<file path="config.mk">
export PLATFORM = sky130hd
export DESIGN_NAME = ma_ctrl_flat
export DESIGN_NICKNAME = d
export VERILOG_FILES = /design/src/rtl/ma_ctrl_if.sv /design/src/rtl/ma_ctrl.sv /design/src/flat_wrapper.sv
export SDC_FILE = /design/constraint.sdc
export NUM_CORES = 1
export LEC_CHECK = 0
export ABC_AREA = 1
export CORE_AREA = 2 2 78 80
export DETAILED_ROUTE_END_ITERATION = 10
export DIE_AREA = 0 0 80 82
export GPL_TIMING_DRIVEN = 0
export SLEW_MARGIN = 20
export SYNTH_ARGS = -nofsm -noshare
export SYNTH_HDL_FRONTEND = slang
export SYNTH_SLANG_ARGS = --single-unit
export TNS_END_PERCENT = 1
</file>
<file path="constraint.sdc">
create_clock -name clk -period 2.69 [get_ports clk]
set_input_delay 0.538 -clock clk [delete_from_list [all_inputs] [get_ports clk]]
set_output_delay 0.538 -clock clk [all_outputs]
set_load 0.05 [all_outputs]
</file>
<file path="src/rtl/ma_ctrl_if.sv">
// ma_ctrl_if: command, sample handshake, MA datapath strobe and status bundle
// for the moving-average sequencer.
//   cmd_start / cmd_stop : one-cycle commands toward the controller
//   in_valid / in_ready  : upstream sample handshake (CMUL -> MA)
//   ma_en / ma_clr       : enable strobe and clear pulse to the MA datapath
//   out_valid / out_ready: full-window average handshake toward downstream
//   busy / filled        : controller status
//   resync_count         : saturating count of clear/refill cycles since start
// master = the side that issues commands and samples; slave = the controller.
interface ma_ctrl_if #(
  parameter int CNT_W = 16
);
  logic             cmd_start;
  logic             cmd_stop;
  logic             in_valid;
  logic             in_ready;
  logic             ma_en;
  logic             ma_clr;
  logic             out_valid;
  logic             out_ready;
  logic             busy;
  logic             filled;
  logic [CNT_W-1:0] resync_count;

  modport master (
    output cmd_start, cmd_stop, in_valid, out_ready,
    input  in_ready, ma_en, ma_clr, out_valid, busy, filled, resync_count
  );

  modport slave (
    input  cmd_start, cmd_stop, in_valid, out_ready,
    output in_ready, ma_en, ma_clr, out_valid, busy, filled, resync_count
  );
endinterface

</file>
<file path="src/rtl/ma_ctrl.sv">
// ma_ctrl: sequencer for the moving-average filter stage behind the CMUL.
// Accepts samples over a valid/ready handshake, strobes the MA enable once per
// accepted sample, clears the MA on start and on every resync, hides warm-up
// averages and periodically forces a clear/refill to bound running-sum drift.
// Ports:
//   clk  : system clock, rising edge
//   rst  : synchronous reset, active-low
//   bus  : ma_ctrl_if slave modport (commands, sample/average handshakes,
//          MA strobes, busy/filled status, resync_count)
module ma_ctrl #(
  parameter int MA_SNAPSHOT_COUNT = 4,
  parameter int RESYNC_PERIOD     = 1024,
  parameter int CNT_W             = 16
) (
  input  logic        clk,
  input  logic        rst,
  ma_ctrl_if.slave    bus
);

  localparam int               FILL_W    = $clog2(MA_SNAPSHOT_COUNT);
  localparam logic [FILL_W-1:0] FILL_LAST = FILL_W'(MA_SNAPSHOT_COUNT - 1);
  localparam bit               RESYNC_EN = (RESYNC_PERIOD != 0);
  localparam logic [CNT_W-1:0] RUN_LAST  = RESYNC_EN ? CNT_W'(RESYNC_PERIOD - 1) : '0;

  typedef enum logic [1:0] {IDLE, CLEAR, FILL, RUN} state_t;

  state_t            state, state_nxt;
  logic [FILL_W-1:0] fill_cnt;
  logic [CNT_W-1:0]  run_cnt;
  logic [CNT_W-1:0]  resync_cnt;
  logic              vld_p1;
  logic              resync_pend;
  logic              acc;
  logic              fill_last;
  logic              run_last;

  // Accepting stops once a resync is scheduled so the last RUN average can drain.
  assign bus.in_ready = (state == FILL || state == RUN) && !resync_pend &&
                        (!vld_p1 || bus.out_ready);
  assign acc          = bus.in_valid && bus.in_ready;
  assign fill_last    = (state == FILL) && (fill_cnt == FILL_LAST);
  assign run_last     = RESYNC_EN && (state == RUN) && (run_cnt == RUN_LAST);

  assign bus.ma_en        = acc;
  // MA clear follows reset combinationally so the datapath is held clear throughout.
  assign bus.ma_clr       = !rst || (state == CLEAR);
  assign bus.out_valid    = vld_p1;
  assign bus.busy         = (state != IDLE);
  assign bus.filled       = (state == RUN);
  assign bus.resync_count = resync_cnt;

  always_comb begin
    state_nxt = state;
    case (state)
      IDLE:  if (bus.cmd_start) state_nxt = CLEAR;
      CLEAR: state_nxt = FILL;
      FILL:  if (acc && fill_last) state_nxt = RUN;
      RUN:   if (resync_pend && (!vld_p1 || bus.out_ready)) state_nxt = CLEAR;
      default: state_nxt = IDLE;
    endcase
    if (bus.cmd_stop) state_nxt = IDLE;
  end

  always_ff @(posedge clk) begin
    if (!rst) begin
      state       <= IDLE;
      fill_cnt    <= '0;
      run_cnt     <= '0;
      resync_cnt  <= '0;
      vld_p1      <= 1'b0;
      resync_pend <= 1'b0;
    end else begin
      state <= state_nxt;
      if (bus.cmd_stop || state == CLEAR) begin
        fill_cnt    <= '0;
        run_cnt     <= '0;
        vld_p1      <= 1'b0;
        resync_pend <= 1'b0;
      end else begin
        if (state == IDLE && bus.cmd_start) resync_cnt <= '0;
        if (acc && state == FILL) fill_cnt <= fill_cnt + 1'b1;
        if (acc && state == RUN)  run_cnt  <= run_cnt + 1'b1;
        // Stage boundary: average is valid one cycle after the enable that completed it.
        if (acc && (fill_last || state == RUN)) vld_p1 <= 1'b1;
        else if (bus.out_ready)                 vld_p1 <= 1'b0;
        if (acc && run_last) begin
          resync_pend <= 1'b1;
          if (resync_cnt != '1) resync_cnt <= resync_cnt + 1'b1;
        end
      end
    end
  end

endmodule

</file>
<file path="src/flat_wrapper.sv">
// flat-port wrapper written by rule: the top's interface ports become plain ports
module ma_ctrl_flat 
#(
  parameter int MA_SNAPSHOT_COUNT = 4,
  parameter int RESYNC_PERIOD     = 1024,
  parameter int CNT_W             = 16
)
  (clk, rst, bus_cmd_start, bus_cmd_stop, bus_in_valid, bus_out_ready, bus_in_ready, bus_ma_en, bus_ma_clr, bus_out_valid, bus_busy, bus_filled, bus_resync_count);
  ma_ctrl_if #(.CNT_W(CNT_W)) bus_i ();
  input  logic clk;
  input  logic rst;
  input wire logic [$bits(bus_i.cmd_start)-1:0] bus_cmd_start;
  input wire logic [$bits(bus_i.cmd_stop)-1:0] bus_cmd_stop;
  input wire logic [$bits(bus_i.in_valid)-1:0] bus_in_valid;
  input wire logic [$bits(bus_i.out_ready)-1:0] bus_out_ready;
  output wire logic [$bits(bus_i.in_ready)-1:0] bus_in_ready;
  output wire logic [$bits(bus_i.ma_en)-1:0] bus_ma_en;
  output wire logic [$bits(bus_i.ma_clr)-1:0] bus_ma_clr;
  output wire logic [$bits(bus_i.out_valid)-1:0] bus_out_valid;
  output wire logic [$bits(bus_i.busy)-1:0] bus_busy;
  output wire logic [$bits(bus_i.filled)-1:0] bus_filled;
  output wire logic [$bits(bus_i.resync_count)-1:0] bus_resync_count;
  assign bus_i.cmd_start = bus_cmd_start;
  assign bus_i.cmd_stop = bus_cmd_stop;
  assign bus_i.in_valid = bus_in_valid;
  assign bus_i.out_ready = bus_out_ready;
  assign bus_in_ready = bus_i.in_ready;
  assign bus_ma_en = bus_i.ma_en;
  assign bus_ma_clr = bus_i.ma_clr;
  assign bus_out_valid = bus_i.out_valid;
  assign bus_busy = bus_i.busy;
  assign bus_filled = bus_i.filled;
  assign bus_resync_count = bus_i.resync_count;
  ma_ctrl #(.MA_SNAPSHOT_COUNT(MA_SNAPSHOT_COUNT), .RESYNC_PERIOD(RESYNC_PERIOD), .CNT_W(CNT_W)) u_core (.clk(clk), .rst(rst), .bus(bus_i));
endmodule
</file>
# Word level (Yosys, flattened, before mapping)
# Cells that the tools add are included.
# op_classes
mux	9
n_bitwise	1
n_reduce_logical	26
eq_ne	9
n_addsub	3
# ops
operator	count
two-way mux 16 bit	3
adder 16 x 1 -> 16 bit, second input constant	2
equality test 16 x 10 -> 1 bit, second input constant	1
inequality test 16 bit, second input constant	1
logical AND 1 bit	12
one-hot mux 2 bit (4 select lines)	1
equality test 2 bit, second input constant	3
two-way mux 2 bit	3
logical OR 1 bit	5
inequality test 2 bit, second input constant	2
nonzero test 2 bit	2
OR reduction 2 bit	2
zero test 1 bit	3
AND reduction 3 bit	1
adder 2 x 1 -> 2 bit, second input constant	1
equality test 2 x 1 -> 1 bit, second input constant	1
zero test 2 bit	1
two-way mux 1 bit	2
inequality test 2 x 1 -> 1 bit, second input constant	1
NOT 1 bit	1
# word_totals
output_inout_bits	22
inputBits	6
elab_cells	54
regBits	38

# Longest topological paths before layout
# Gate-level depths: netlist of the first run.
# depth
word_depth	8
ltp_mapped	14
mapped_depth_nobuf	13

# Least setup slack after synthesis of the first run
# No wires, ideal clock.
# synth_path
path_type	register to register
from	reg u_core.state[0]
to	reg u_core.resync_cnt[12] (netlist: u_core.bus.resync_count[12])
required_ns	2.581
arrival_time_ns	2.508
synth_period_minus_slack_ns	2.618
setup_ns	0.109
path_slack_ns	0.072
path_buffers	0
stages_incl_launch_ff	11
path_cell_list	dfxtp_1 -> ha_1 -> nor2_2 -> nor2_1 -> nand4_1 -> nor2_1 -> nand2_1 -> nand2_1 -> nand3_1 -> nand2_1 -> inv_1
# synth_via
elab_chain_len	7
word_cells_on_any_way	15
classes_between	3 x eq/ne; 3 x mux; 9 x reduce/logical
# synth_rtl
item	line_no	source
start: declaration	ma_ctrl.sv:27	state_t state, state_nxt;
start signal: assignment	ma_ctrl.sv:73	state <= state_nxt;
equality test 2 bit	n/a	
net bus_filled	flat_wrapper.sv:21	output wire logic [$bits(bus_i.filled)-1:0] bus_filled;
logical OR 1 bit	ma_ctrl.sv:38	assign bus.in_ready = (state == FILL || state == RUN) && !resync_pend &&
logical AND 1 bit (2 in series)	ma_ctrl.sv:38	
net bus_in_ready	flat_wrapper.sv:16	output wire logic [$bits(bus_i.in_ready)-1:0] bus_in_ready;
logical AND 1 bit	ma_ctrl.sv:40	assign acc = bus.in_valid && bus.in_ready;
logical AND 1 bit	ma_ctrl.sv:86	if (acc && run_last) begin
two-way mux 16 bit	ma_ctrl.sv:86	
end signal: assignment	ma_ctrl.sv:88	if (resync_cnt != '1) resync_cnt <= resync_cnt + 1'b1;
end: declaration	ma_ctrl.sv:30	logic [CNT_W-1:0] resync_cnt;
# The timed path passes the listed nets, and every way through them passes these cells.
# A chain may end at the register's enable or synchronous reset.

# Worst setup path after layout of the first run
# layout_path
from	reg u_core.state[0]
to	out bus_ma_en
# layout_via
elab_chain_len	5
word_cells_on_any_way	6
classes_between	2 x eq/ne; 4 x reduce/logical
# layout_rtl
item	line_no	source
equality test 2 bit	ma_ctrl.sv:38	
logical OR 1 bit (*)	ma_ctrl.sv:38	
logical AND 1 bit (*) (2 in series)	ma_ctrl.sv:38	
logical AND 1 bit (*)	ma_ctrl.sv:40	
end: declaration	flat_wrapper.sv:17	output wire logic [$bits(bus_i.ma_en)-1:0] bus_ma_en;
# Mark *: on every way between the ends. The rest lies on a longest branch, timed or not.

==> results.py, run 1 <==
metrics = {
    "status": {
        "outcome": "complete, no violations",
    },
    "global_route": {
        "grt_util_all_layers_pct": 19.5,
        "grt-ovfl-total": 0,
        "grt_max_degree": 13,
        "grt_pass1_vias": 2275,
        "grt_pass1_wl_um": 10100,
        "antenna_found_initial": 0,
    },
    "synth": {
        "synth_flop_cell": "dfxtp_1",
        "netlist_top_cells_count": "nand2_1 (93), nor2_1 (50), inv_1 (47)",
        "netlist_instances": 383,
        "avgSynthCellArea_um2": 6.54,
        "synth_area_um2": 2500,
        "ys_types": 35,
        "synth_area_leader_cell": "dfxtp_1",
        "synthArstFlopShare_pct": 0,
        "synth_area_leaders": "dfxtp_1 (30%), nand2_1 (14%), nor2_1 (7.5%)",
        "synthesis.nets": 397,
        "synth-edff-count": 0,
        "synth-seq-area-share_pct": 30.4,
        "synth-seq-cells": 38,
        "ys_warn_count": 0,
        "synth.most_common_cell": "nand2_1",
        "netlist.area_leader.share_pct": 30.4,
    },
    "placement": {
        "placed_cells": 484,
        "hpwl_um": 4300,
        "port_buffers": 26,
        "gp_congestion": 0.843,
        "place_area_um2": 2860,
    },
    "timing": {
        "fin_skew_ns": 0.00899,
        "setup_viol": 0,
        "fin_crit_sh_pct": 93.9,
        "max_slew.worst_pin.slew_ns": 0.500,
        "fmaxAchievable_mhz": 396,
        "relSlewSlack_pct": 66.5,
        "whs_ns": 0.471,
        "rsz0062_at_grt": "false",
        "period_needed_ns": 2.53,
        "slew_violations": 0,
        "hold_violations": 0,
    },
    "die": {
        "io_pins": 28,
        "placementRows": 28,
        "die_y_um": 82,
        "die_w_um": 80,
        "fp.coreArea_um2": 5750,
        "dieArea_um2": 6560,
        "start_util_pct": 43.6,
    },
    "route": {
        "wl_um": 5760,
        "ant_nets": 0,
        "drt_iter0_drc": 75,
        "vias_per_cell": 4.89,
        "drc_errors": 0,
        "firstDrtPassIters": 4,
        "wire_per_inst_um": 11.7,
        "via_count": 2404,
    },
    "layout": {
        "final_area_um2": 3000,
        "stdcell_count": 492,
        "final_layout_size_suffix_gt1_share_pct": 11.0,
        "diodes": 0,
        "nets": 430,
        "area_delta_synth_final_pct": 19.7,
    },
    "pwr": {
        "ir_drop_uv": 247,
        "powerDensity_nw_per_um2": 479,
        "power_mw": 1.44,
        "leakagePower_nw": 1.18,
    },
    "clocking": {
        "hold_buffers": 0,
        "clk_path_buf_depth": 2,
        "htree_levels": 2,
        "path_clk_slew_ns": 0.08,
        "cts_buffers": 5,
        "clock-sinks": 38,
        "tritoncts": "built",
        "insertion_delay_ns": 0.30,
        "cts_root_buf": "clkbuf_8",
    },
    "min_path": {
        "hp-class": "flip-flop to flip-flop",
        "worstHoldStart": "u_core.run_cnt[4]",
        "hold_depth": 2,
        "min_to": "u_core.run_cnt[4]",
    },
    "setup_path": {
        "crit_arrival_ns": 1.99,
        "critPathLaunchType": "flip-flop",
        "r2r-start": "u_core.state[1]",
        "r2r_end": "u_core.bus.out_valid",
        "crit_type": "flip-flop to primary output",
        "worstPathRequired_ns": 2.15,
        "r2r_setup_slack_ns": 0.63,
        "end_kind": "primary output",
        "reg2regPathDepth": 8,
        "cp_max_fo": 7,
    },
    "run": {
        "cap_violations": 0,
    },
}
==> power breakdown <==
group | total, mW | leakage [nW] | switching (mW) | internal [mW]
registers | 0.598 | 0.308 | 0.0218 | 0.576
logic | 0.222 | 0.797 | 0.148 | 0.0745
clock network | 0.614 | 0.0714 | 0.219 | 0.396
total | 1.44 | 1.18 | 0.388 | 1.05
==> routing by layer <==
metal,vias to the layer above,share of wire (%),global-route usage (%)
met5,-,0,0
met4,0,2.1,7.97
met3,14,2.4,3.30
met2,33,48,33.8
met1,1080,48,24.0
li1,1277,-,-
==> cells in the final DEF (no fill, tap or decap), types with 2 or more instances in the layout <==
cell             instances
dlygate4sd2_1            3
nand3_2                  2
nor2_8                   2
nand2_1                 93
nor2_1                  50
a21oi_1                 28
nor2_2                   7
a31oi_1                  2
nand2_2                  2
inv_2                    5
xor2_1                  12
a21oi_2                  8
nor2_4                   2
o21ai_0                 19
nor3_1                   9
and3_1                   2
clkbuf_1                 3
nand4_1                  4
buf_2                    2
bufinv_16                2
clkbuf_8                 6
ha_1                     8
nand3_1                 21
xnor2_1                  3
inv_1                   47
dfxtp_1                 38
o21ai_1                  3
clkdlybuf4s50_1         23
==> what timing repair did <==
| action | 4_1_cts | 5_1_grt |
|---|---|---|
| gates resized for setup | 3 | 0 |
| setup endpoints to repair | 3 | 0 |
| setup buffers | 0 | 0 |
==> per-stage QoR <==
| step | TNS (ns) | utilization (%) | setup slack [ns] |
|---|---|---|---|
| 3_5_place_dp | -0.134 | 49.8 | -0.0668 |
| 2_1_floorplan | 0 | - | 0.0725 |
| 4_1_cts | 0 | 52.2 | 0.147 |
| 5_1_grt | 0 | 52.2 | 0.0483 |
| 6_report | 0 | 52.2 | 0.163 |
| 3_3_place_gp | -0.154 | 49.8 | -0.0701 |
==> registers in the layout, summed over array words and instances, names as in the netlist <==
name	count
u_core.resync_pend	1
u_core.bus.out_valid	1
u_core.bus.resync_count	16
u_core.fill_cnt	2
u_core.state	2
u_core.run_cnt	16
==> worst max path at each step <==
stage	from	endpoint	slack [ns]	cells past startpoint
global route	u_core.state[0]	bus_ma_en	0.05	6
finish	u_core.state[0]	bus_ma_en	0.16	6
CTS	u_core.state[0]	bus_ma_en	0.15	6
floorplan	u_core.state[0]	u_core.bus.resync_count[12]	0.07	10
global placement	bus_out_ready	bus_in_ready	-0.07	6
detailed placement	bus_out_ready	bus_ma_en	-0.07	6
==> cells by family (layout without fill, tap and decap cells) <==
family / count (synthesis) / after routing / synth area share, %
AOI/OAI and AO/OA: 61 / 61 / 13.6
xor gates and xnor gates: 15 / 15 / 5.24
adders and majority gates: 8 / 8 / 4.00
buffers and inverters: 61 / 95 / 9.74
DFF: 38 / 38 / 30.4
and+or+nand+nor: 200 / 200 / 37.1
==> area by class of cell <==
class,instances,area [um^2]
clock inverter,2,60.1
fill,589,2750
inverter,54,204
tap,75,93.8
buffer,7,40.0
sequential,38,761
multi-input combinational,284,1500
timing repair buffer,26,256
clock buffer,6,82.6
==> worst max-delay path, stage by stage, from the launching register on <==
cell and delay, ns:
dfxtp_1 0.40, ha_1 0.34, nor2_2 0.08, nor2_2 0.13, nand3_4 0.11, inv_2 0.11
dlygate4sd2_1 0.53
No activity file was read; power rests on OpenSTA's default activity.
==> run 2: changes to the inputs <==
Settings changed: CORE_AREA 2 2 78 80 to 2 2 68 70, DIE_AREA 0 0 80 82 to 0 0 70 72, PLACE_DENSITY set to 0.82, SLEW_MARGIN 20 to 10.
==> results.py, run 2 (synthesized netlist as in run 1, its figures left out) <==
metrics = {
    "placement": {
        "place_area_um2": 2830,
        "hpwl_um": 4350,
        "gp_congestion": 0.903,
        "port_buffers": 26,
        "place_ws_ns": -0.0619,
    },
    "global_route": {
        "grt_pass1_vias": 2312,
        "grt_max_degree": 12,
        "grt-ovfl-total": 0,
        "antenna_found_initial": 0,
        "grt_pass1_wl_um": 9990,
        "grt_util_all_layers_pct": 24.2,
    },
    "clocking": {
        "post_cts.repair.setup_buffers": 0,
        "clk_path_buf_depth": 2,
        "cts_root_buf": "clkbuf_8",
        "cts_buffers": 5,
        "tritoncts": "built",
        "htree_levels": 2,
        "clock-sinks": 38,
        "path_clk_slew_ns": 0.08,
        "insertion_delay_ns": 0.30,
        "hold_buffers": 0,
    },
    "layout": {
        "final_common_cell": "nand2_1",
        "nets": 430,
        "final_area_um2": 2920,
        "final_layout_size_suffix_gt1_share_pct": 11.0,
        "final_cell_mix": "nand2_1 (93), nor2_1 (50), inv_1 (47), dfxtp_1 (38), a21oi_1 (28)",
        "diodes": 0,
        "fin_util_pct": 68.5,
        "area_delta_synth_final_pct": 16.7,
    },
    "timing": {
        "whs_ns": 0.476,
        "fin_skew_ns": 0.00746,
        "setup_tns_ns": 0,
        "period_needed_ns": 2.59,
        "rsz0062_at_grt": "false",
        "setup_ws_ns": 0.101,
        "fin_crit_sh_pct": 96.2,
        "hold_violations": 0,
        "setup_viol": 0,
        "max_slew.worst_pin.slew_ns": 0.505,
        "fmaxAchievable_mhz": 386,
        "relSlewSlack_pct": 66.2,
        "slew_violations": 0,
    },
    "setup_path": {
        "worstPathRequired_ns": 2.15,
        "path_delay_family": "buffers and inverters",
        "end_kind": "primary output",
        "path_cells": "buf_2, clkinvlp_4, or2_2, clkdlybuf4s50_1",
        "critPathMaxStageDelay_ns": 0.70,
        "cp_max_fo": 10,
        "crit_slowest_cell": "clkdlybuf4s50_1",
        "crit_arrival_ns": 2.05,
        "crit_type": "input port to primary output",
        "critPathLaunchType": "input port",
        "cp_num_buf_inv": 3,
    },
    "route": {
        "ant_nets": 0,
        "met3_length_um": 274,
        "vias_per_cell": 5.36,
        "wire_per_inst_um": 12.5,
        "route.met2.wl_um": 2920,
        "dr.max_layer_used": "met4",
        "drc_errors": 0,
        "via_count": 2516,
        "wl_um": 5880,
        "drt_iter0_drc": 179,
        "firstDrtPassIters": 5,
        "met1Wirelength_um": 2630,
    },
    "min_path": {
        "hp-class": "flip-flop to flip-flop",
    },
    "die": {
        "placementRows": 24,
        "dieArea_um2": 5040,
        "die_y_um": 72,
        "io_pins": 28,
        "start_util_pct": 58.7,
        "die_w_um": 70,
        "fp.coreArea_um2": 4260,
    },
    "pwr": {
        "switching_power_mw": 0.385,
        "powerDensity_nw_per_um2": 426,
        "p_int_mw": 0.859,
        "pwr-share-clk_pct": 33.6,
        "power_switching_share_pct": 30.9,
        "seqPwrFrac_pct": 48.2,
        "ir_drop_uv": 321,
        "leakagePower_nw": 1.15,
        "combinationalPowerShare_pct": 18.2,
    },
    "status": {
        "outcome": "complete, no violations",
    },
    "run": {
        "cap_violations": 0,
    },
}
==> run 2: cell count changes in the layout (fill, tap and decap cells not counted) <==
cell and delta:
clkdlybuf4s50_1 +1, bufinv_16 -2, clkinv_1 -1, clkinv_2 +1
clkinvlp_4 +1, dlygate4sd2_1 -1, clkbuf_1 +1
==> run 2: metrics by stage <==
step	total power, mW	instances
5_1_grt	1.29	469
3_3_place_gp	0.834	461
6_report	1.24	469
2_1_floorplan	0.771	383
4_1_cts	1.25	469
3_5_place_dp	0.839	461
==> run 2: path summary, 6_finish.rpt <==
check	from	to	slack, ns	cells after the start
worst max-delay path	rst	bus_ma_clr	0.10	4
worst min-delay path	u_core.run_cnt[4]	u_core.run_cnt[4]	0.48	2
worst max register to register	u_core.state[1]	u_core.bus.out_valid	0.62	8
worst min register to register	u_core.run_cnt[4]	u_core.run_cnt[4]	0.48	2
==> run 2: timing repair <==
action,CTS,global route
endpoints found under the hold margin,0,0
setup endpoints to repair,2,1
gates resized for setup,2,1
pin swaps,0,0
==> run 2: area by class of cell <==
| cell class | instances | area, um^2 |
|---|---|---|
| Sequential cell | 38 | 761 |
| Clock inverter | 1 | 5.00 |
| Timing Repair Buffer | 26 | 258 |
| Fill cell | 382 | 1340 |
| Buffer | 7 | 40.0 |
| Multi-Input combinational cell | 284 | 1500 |
| Clock buffer | 7 | 86.3 |
| Inverter | 54 | 208 |
| Tap cell | 52 | 65.1 |
==> run 2: layer usage <==
layer / vias up / GRT usage (%)
li1: 1280 / -
met1: 1174 / 29.6
met2: 57 / 43.9
met3: 5 / 4.58
met4: 0 / 6.62
met5: - / 0
==> run 2: power by group through the flow <==
stage | clock (mW) | sequential (mW) | combinational (mW)
finish | 0.418 | 0.599 | 0.227
floorplan | 0 | 0.649 | 0.122
global route | 0.443 | 0.602 | 0.246
global placement | 0 | 0.611 | 0.223
CTS | 0.421 | 0.599 | 0.227
detailed placement | 0 | 0.612 | 0.227
==> run 2: worst min-delay path, delay by kind of cell (launching register included) <==
kind            cells  cell delay, ns
buf+inv             1            0.05
compound gates      1            0.05
flops               1            0.33
